--- config.mk ---
export PLATFORM = sky130hd
export DESIGN_NAME = m_cp0
export DESIGN_NICKNAME = d
export VERILOG_FILES = /design/src/rtl/m_cp0_pkg.sv /design/src/rtl/m_cp0_timer.sv /design/src/rtl/m_cp0.sv
export SDC_FILE = /design/constraint.sdc
export NUM_CORES = 1
export LEC_CHECK = 0
export CELL_PAD_IN_SITES_DETAIL_PLACEMENT = 0
export CELL_PAD_IN_SITES_GLOBAL_PLACEMENT = 1
export CORE_MARGIN = 10
export CORE_UTILIZATION = 31
export CTS_CLUSTER_DIAMETER = 50
export DETAILED_ROUTE_END_ITERATION = 10
export GPL_TIMING_DRIVEN = 0
export PLACE_DENSITY = 0.92
export SLEW_MARGIN = 5
export SYNTH_ARGS = -nofsm -noshare
export SYNTH_HDL_FRONTEND = slang
export SYNTH_SLANG_ARGS = --single-unit
--- constraint.sdc ---
create_clock -name clk -period 3 [get_ports clk]
set_input_delay 0.6 -clock clk [delete_from_list [all_inputs] [get_ports clk]]
set_output_delay 0.6 -clock clk [all_outputs]
set_load 0.01 [all_outputs]
--- src/rtl/m_cp0_pkg.sv ---
// Shared CP0 definitions: register numbers, SR/Cause bit positions,
// exception codes and register packing helpers.
package cp0_defs;

    localparam logic [4:0] REG_COUNT   = 5'd9;
    localparam logic [4:0] REG_COMPARE = 5'd11;
    localparam logic [4:0] REG_SR      = 5'd12;
    localparam logic [4:0] REG_CAUSE   = 5'd13;
    localparam logic [4:0] REG_EPC     = 5'd14;
    localparam logic [4:0] REG_PRID    = 5'd15;

    localparam int SR_IE        = 0;
    localparam int SR_EXL       = 1;
    localparam int SR_IM_LO     = 10;
    localparam int SR_IM_HI     = 15;
    localparam int CAUSE_EXC_LO = 2;
    localparam int CAUSE_EXC_HI = 6;
    localparam int CAUSE_IP_LO  = 10;
    localparam int CAUSE_IP_HI  = 15;
    localparam int CAUSE_BD     = 31;

    typedef enum logic [4:0] {
        EXC_INT  = 5'd0,
        EXC_ADEL = 5'd4,
        EXC_ADES = 5'd5,
        EXC_RI   = 5'd10,
        EXC_OV   = 5'd12
    } exc_code_e;

    function automatic logic [31:0] pack_sr(input logic [5:0] im, input logic exl,
                                            input logic ie);
        logic [31:0] v;
        v = 32'h0000_0000;
        v[SR_IM_HI:SR_IM_LO] = im;
        v[SR_EXL] = exl;
        v[SR_IE] = ie;
        return v;
    endfunction

    function automatic logic [31:0] pack_cause(input logic bd, input logic [5:0] ip,
                                               input logic [4:0] exc);
        logic [31:0] v;
        v = 32'h0000_0000;
        v[CAUSE_BD] = bd;
        v[CAUSE_IP_HI:CAUSE_IP_LO] = ip;
        v[CAUSE_EXC_HI:CAUSE_EXC_LO] = exc;
        return v;
    endfunction

endpackage

--- src/rtl/m_cp0_timer.sv ---
// CP0 Count/Compare timer; TI is sticky until software rewrites Compare.
// Only instantiated when CP0_TIMER_EN is defined.
module cp0_timer
    import cp0_defs::*;
(
    input  logic        i_clk,
    input  logic        i_rst,
    input  logic        i_we,
    input  logic [4:0]  i_addr,
    input  logic [31:0] i_din,
    output logic [31:0] o_count,
    output logic [31:0] o_compare,
    output logic        o_ti
);

    logic [31:0] r_count;
    logic [31:0] r_compare;
    logic        r_ti;

    // Count/Compare/TI state; a Compare write wins over a simultaneous match
    always_ff @(posedge i_clk or posedge i_rst) begin
        if (i_rst) begin
            r_count   <= 32'h0000_0000;
            r_compare <= 32'h0000_0000;
            r_ti      <= 1'b0;
        end else begin
            if (i_we && (i_addr == REG_COUNT)) begin
                r_count <= i_din;
            end else begin
                r_count <= r_count + 32'd1;
            end
            if (i_we && (i_addr == REG_COMPARE)) begin
                r_compare <= i_din;
                r_ti      <= 1'b0;
            end else if ((r_count == r_compare) && (r_compare != 32'h0000_0000)) begin
                r_ti <= 1'b1;
            end else begin
                r_ti <= r_ti;
            end
        end
    end

    assign o_count   = r_count;
    assign o_compare = r_compare;
    assign o_ti      = r_ti;

endmodule

--- src/rtl/m_cp0.sv ---
// M-stage CP0: SR/Cause/EPC/PRId, mtc0/mfc0/eret, exception/interrupt request.
// Optional Count/Compare timer on HWInt[5] when CP0_TIMER_EN is defined.
module m_cp0
    import cp0_defs::*;
#(
    parameter logic [31:0] PRID_VALUE = 32'h0000_8001,
    parameter logic [31:0] HANDLER_PC = 32'h0000_4180
) (
    input  logic        clk,
    input  logic        reset,
    input  logic [4:0]  A1,
    input  logic [4:0]  A2,
    input  logic [31:0] DIn,
    input  logic        WE,
    input  logic        EXLClr,
    input  logic [31:0] M_PC,
    input  logic        M_BD,
    input  logic [4:0]  M_ExcCode,
    input  logic [5:0]  HWInt,
    output logic        Req,
    output logic [31:0] DOut,
    output logic [31:0] EPCOut
);

    logic [5:0]  r_im;
    logic        r_exl;
    logic        r_ie;
    logic        r_bd;
    logic [5:0]  r_ip;
    logic [4:0]  r_exccode;
    logic [31:0] r_epc;

    logic [5:0]  w_hwint_eff;
    logic        w_int_req;
    logic        w_exc_req;
    logic        w_req;
    logic [31:0] w_epc_exc;
    logic [31:0] w_dout;

`ifdef CP0_TIMER_EN
    logic [31:0] w_count;
    logic [31:0] w_compare;
    logic        w_ti;

    cp0_timer u_timer (
        .i_clk     (clk),
        .i_rst     (reset),
        .i_we      (WE & ~w_req),
        .i_addr    (A2),
        .i_din     (DIn),
        .o_count   (w_count),
        .o_compare (w_compare),
        .o_ti      (w_ti)
    );

    assign w_hwint_eff = {HWInt[5] | w_ti, HWInt[4:0]};
`else
    assign w_hwint_eff = HWInt;
`endif

    assign w_int_req = r_ie & ~r_exl & (|(w_hwint_eff & r_im));
    assign w_exc_req = ~r_exl & (M_ExcCode != 5'd0);
    assign w_req     = (w_int_req | w_exc_req) & ~reset;
    // Delay-slot victims restart at the branch; the subtraction wraps at 0
    assign w_epc_exc = M_PC - (M_BD ? 32'd4 : 32'd0);

    // Architectural CP0 state; exception entry pre-empts mtc0 and eret
    always_ff @(posedge clk or posedge reset) begin
        if (reset) begin
            r_im      <= 6'd0;
            r_exl     <= 1'b0;
            r_ie      <= 1'b0;
            r_bd      <= 1'b0;
            r_ip      <= 6'd0;
            r_exccode <= 5'd0;
            r_epc     <= 32'h0000_0000;
        end else begin
            r_ip <= w_hwint_eff;
            if (w_req) begin
                r_exl     <= 1'b1;
                r_bd      <= M_BD;
                r_exccode <= w_int_req ? EXC_INT : M_ExcCode;
                r_epc     <= w_epc_exc & 32'hFFFF_FFFC;
            end else begin
                if (WE && (A2 == REG_SR)) begin
                    r_im  <= DIn[SR_IM_HI:SR_IM_LO];
                    r_exl <= DIn[SR_EXL] & ~EXLClr;
                    r_ie  <= DIn[SR_IE];
                end else if (EXLClr) begin
                    r_exl <= 1'b0;
                end
                if (WE && (A2 == REG_EPC)) begin
                    r_epc <= DIn & 32'hFFFF_FFFC;
                end
            end
        end
    end

    // mfc0 read mux over the current register values
    always_comb begin
        w_dout = 32'h0000_0000;
        case (A1)
`ifdef CP0_TIMER_EN
            REG_COUNT:   w_dout = w_count;
            REG_COMPARE: w_dout = w_compare;
`endif
            REG_SR:      w_dout = pack_sr(r_im, r_exl, r_ie);
            REG_CAUSE:   w_dout = pack_cause(r_bd, r_ip, r_exccode);
            REG_EPC:     w_dout = r_epc;
            REG_PRID:    w_dout = PRID_VALUE;
            default:     w_dout = 32'h0000_0000;
        endcase
    end

    assign Req    = w_req;
    assign DOut   = w_dout;
    assign EPCOut = r_epc;

endmodule
## Word-level counts from Yosys, hierarchy flattened

Cells that the tools add are included.

- Logic and storage cells: 40
- Input bits: 90
- Output and inout port bits: 65
- Bits in registers: 52

- Equal/unequal tests: 6
- Muxes and demuxes: 8
- Add/sub/neg operators: 1
- Reduce and logical (&&, ||, !) cells: 7
- Bitwise operators: 11

Operators by type and width:

| operator | number |
|---|---|
| $pmux 32 s4 | 1 |
| $mux 32 | 2 |
| $sub 32x3->32 | 1 |
| $eq 5x4->1 const B | 6 |
| $and 6x6->6 | 1 |
| $reduce_or 6->1 | 1 |
| $and 1x1->1 | 5 |
| $mux 5 | 1 |
| $reduce_bool 5->1 | 1 |
| $not 1->1 | 4 |
| $mux 1 | 3 |
| $mux 3 | 1 |
| $reduce_bool 3->1 | 1 |
| $logic_and 1x1->1 | 2 |
| $reduce_and 2->1 | 1 |
| $reduce_bool 2->1 | 1 |
| $or 1x1->1 | 1 |

## Longest topological paths before layout

- Word-level depth: 7
- Gate-level depth with buffers: 7
- Mapped depth without buffers: 7

## Least setup slack after synthesis

Ideal clock, no wire load.

- Path kind: in2reg
- Start: input port reset
- End: register r_ie
- Stages on the path: 4
- Slack: 0.253 ns
- Arrival time: 2.622 ns
- Data required time: 2.875 ns
- Library setup time: 0.125 ns
- Path through: inv_1 -> nor4_1 -> a31oi_2 -> mux2_2

- Word-level cells in the longest chain between the ends: 4

RTL lines:

| what | line | RTL |
|---|---|---|
| start: declaration | m_cp0.sv:10 | `input logic reset,` |
| $not 1->1 | m_cp0.sv:63 | `assign w_req = (w_int_req \| w_exc_req) & ~reset;` |
| $and 1x1->1 | m_cp0.sv:63 |  |
| $not 1->1 (no line) | n/a |  |
| $reduce_and 2->1 (no line) | n/a |  |
| end signal: assignment | m_cp0.sv:88 | `r_ie <= DIn[SR_IE];` |
| end: declaration | m_cp0.sv:27 | `logic r_ie;` |

No other way between the ends.
A chain may end at the register's enable or synchronous reset.

## Worst setup path in the final report

- Start: input port M_ExcCode[0]
- End: output port Req

- Word-level cells in the longest chain between the ends: 4

RTL lines:

| what | line | RTL |
|---|---|---|
| start: declaration | m_cp0.sv:18 | `input logic [4:0] M_ExcCode,` |
| $reduce_bool 5->1 | m_cp0.sv:62 | `assign w_exc_req = ~r_exl & (M_ExcCode != 5'd0);` |
| $and 1x1->1 | m_cp0.sv:62 |  |
| $or 1x1->1 | m_cp0.sv:63 |  |
| $and 1x1->1 | m_cp0.sv:63 |  |
| end: declaration | m_cp0.sv:20 | `output logic Req,` |

No other way between the ends.

==> results.yml <==
run_status:
  outcome: "complete, no violations"
sta:
  fmax_ghz: 0.340
  fin_crit_ns: 2.94
  slew-limit-headroom_pct: 64.3
  skew_ns: 0.0117
  worst_pin_slew_ns: 0.533
  slew_violations: 0
  finalSetupViolCount: 0
  rsz0062_at_grt: "no"
  hold_viol_final: 0
  setup_ws_ns: 0.0559
  period_share_pct: 98.1
floorplanning:
  die_area_mm2: 0.0159
  die_w_um: 126
  rows: 38
  io_pins: 155
  die_h_um: 126
  initial_core_util_pct: 32.0
  coreArea_mm2: 0.0109
synth:
  synth_most_common_cell: "dfrtp_1"
  ys_types: 53
  synth_common_cells: "dfrtp_1, mux2i_1, nor2_1"
  synthArstFlopShare_pct: 100
  synth_warnings: 0
  postSynthCellCount: 362
  synth_area_mm2: 0.00349
  avgSynthCellArea_um2: 9.65
  yosys-top-cells-area: "dfrtp_1, mux2i_1, o31a_1"
  ys.flop_type: "dfrtp_1"
  synth_seq_cells: 50
  ys_seq_area_share_pct: 35.8
  synth_top_area_share_pct: 35.8
  synth_top_area_cell: "dfrtp_1"
  synth-edff-count: 0
setup_path:
  critPathArrivalTime_ns: 2.34
  path_buf_inv: 3
  path_class: "in2out"
  crit_path_max_incr_delay_ns: 0.57
  path_depth: 6
  crit_slowest_cell: "or4_4"
  cp-end-kind: "output pin"
  worstPathCellList: "clkdlybuf4s50_1, or4_4, o21ai_4, a21oi_2, buf_12, dlygate4sd2_1"
  cp-start-kind: "primary input"
  cp_top_family: "buffers and inverters"
  reg2reg_depth: 5
  cp_max_fo: 19
  cp.required_ns: 2.40
finish:
  drive_above_1_share_pct: 10.3
  fillerInstances: 1043
  multi_input_area_mm2: 0.00211
  syn_to_final_growth_pct: 55.5
  regArea_mm2: 0.00125
  utilization_pct: 49.7
  num-nets-final: 613
routing:
  totalWireLength_mm: 13.3
  drc_errors: 0
  drt-initial-drc-count: 176
  dr_total_vias: 3514
  via_per_inst: 5.30
  detail_route.wl_per_cell_um: 20.0
  antenna_left: 0
  first_pass_iters: 4
global_routing:
  grt_pass1_vias: 3635
  grt_max_degree: 31
  grt.overflow.total: 0
  grt_first_pass_wirelength_mm: 20.3
  grtUsageTotal_pct: 15.6
  antenna_found_initial: 1
place:
  place_ws_ns: -1.28
  gp_congestion: 0.821
  dpl.hpwl_mm: 10.7
  portBuffers: 147
clock_tree:
  htree_num_levels: 2
  cts.sinks: 50
  clock_latency_ns: 0.30
  cts_buffer_depth: 2
  root_buffer: "clkbuf_16"
  path_clk_slew_ns: 0.08
  cts_tree: "yes"
  cts_buffers: 5
  hold_buffers: 0
power_and_ir_drop:
  power.leakage_nw: 2.26
  ir_drop_v: 0.000250
  finalPower_mw: 2.62
  powerDensity_mw_per_mm2: 482
flow_run:
  drv_cap: 0
worst_hold_path:
  hold_depth: 1
  hold_class: "reg2reg"
logic make-up after synthesis:
logic type / share of synthesized area [%]
muxes: 14.1
adders and majority gates: 0.716
and+or+nand+nor: 25.5
buffers and inverters: 5.44
AOI/OAI and AO/OA: 15.6
other: 0.107
DFF: 35.8
xor gates and xnor gates: 2.76
stage by stage:
stage	std cells	TNS [ns]	area [µm²]	hold slack (ns)
2_1_floorplan	363	0	3500	0.481
3_3_place_gp	650	-43.29	5140	0.505
3_5_place_dp	651	-26.44	5160	0.510
4_1_cts	662	0	5420	0.528
5_1_grt	663	0	5440	0.549
6_report	663	0	5440	0.527
cell usage in the layout (no fill, tap or decap), types with 3 or more instances in the layout:
cell type        count
buf_6                3
nor4_1              18
xor2_1               8
clkdlybuf4s50_1    118
nand2_1             10
a21oi_1              6
dlygate4sd2_1       29
and4_1              12
buf_4                5
a22oi_1              6
nand4b_1             3
nor3_1               6
or3_1               10
or4_1               10
xnor2_1              3
o31a_1              14
o21ai_0              7
a22o_1               3
nand4_1              5
nand3_1              5
clkbuf_16            5
nor2_1              22
clkbuf_1            12
a31oi_1             14
nor2b_1              3
mux2_2              10
and2_1              18
dfrtp_1             50
mux2i_1             38
o31ai_1              9
clkbuf_8             4
inv_1               11
path summary, 6_finish.rpt:
check	startpoint	to	slack, ns
max	M_ExcCode[0]	Req	0.06
min	r_bd	r_bd	0.53
max reg2reg	r_im[2]	EPCOut[16]	1.07
min reg2reg	r_bd	r_bd	0.53
max in group asynchronous	reset	EPCOut[27]	1.70
min in group asynchronous	reset	r_ip[1]	0.75
power by group:
| part | internal, mW | switching [mW] | total (mW) |
|---|---|---|---|
| Combinational | 0.548 | 0.417 | 0.966 |
| Clock | 0.398 | 0.272 | 0.670 |
| Sequential | 0.838 | 0.143 | 0.981 |
routing by layer:
metal,up-vias,GRT usage (%),share of wire [%]
met5,-,0,0
met4,0,3.48,1.2
met3,14,4.74,7.1
met2,104,27.1,49
met1,1689,18.5,43
li1,1707,-,-
area by class of cell:
type | count | share of cell area [%]
Buffer | 25 | 3.43
Sequential cell | 50 | 23.0
Clock inverter | 3 | 0.875
Multi-Input combinational cell | 275 | 38.8
Inverter | 12 | 0.829
Clock buffer | 5 | 2.30
Tap cell | 140 | 3.22
Antenna cell | 1 | 0.0460
Timing Repair Buffer | 152 | 27.5
worst reg2reg max path, delay by kind of cell, from the launching register on:
kind	cells	cell delay (ns)
and+or+nand+nor	1	0.39
AOI/OAI and AO/OA	3	0.78
DFF	1	0.40
buffers and inverters	1	0.25
timing repair:
item,4_1_cts,5_1_grt
resized for setup,53,5
endpoints found under the setup margin,31,7
buffers inserted,4,0
gates cloned,0,0
pin swaps,2,1
endpoints found under the hold margin,0,0
flip-flops by register name, summed over array words and instances (netlist names):
register and flops:
r_ie 1, EPCOut 30, r_exl 1, r_ip 6, r_exccode 5, r_bd 1
r_im 6
(Power assumes the default switching activity.)
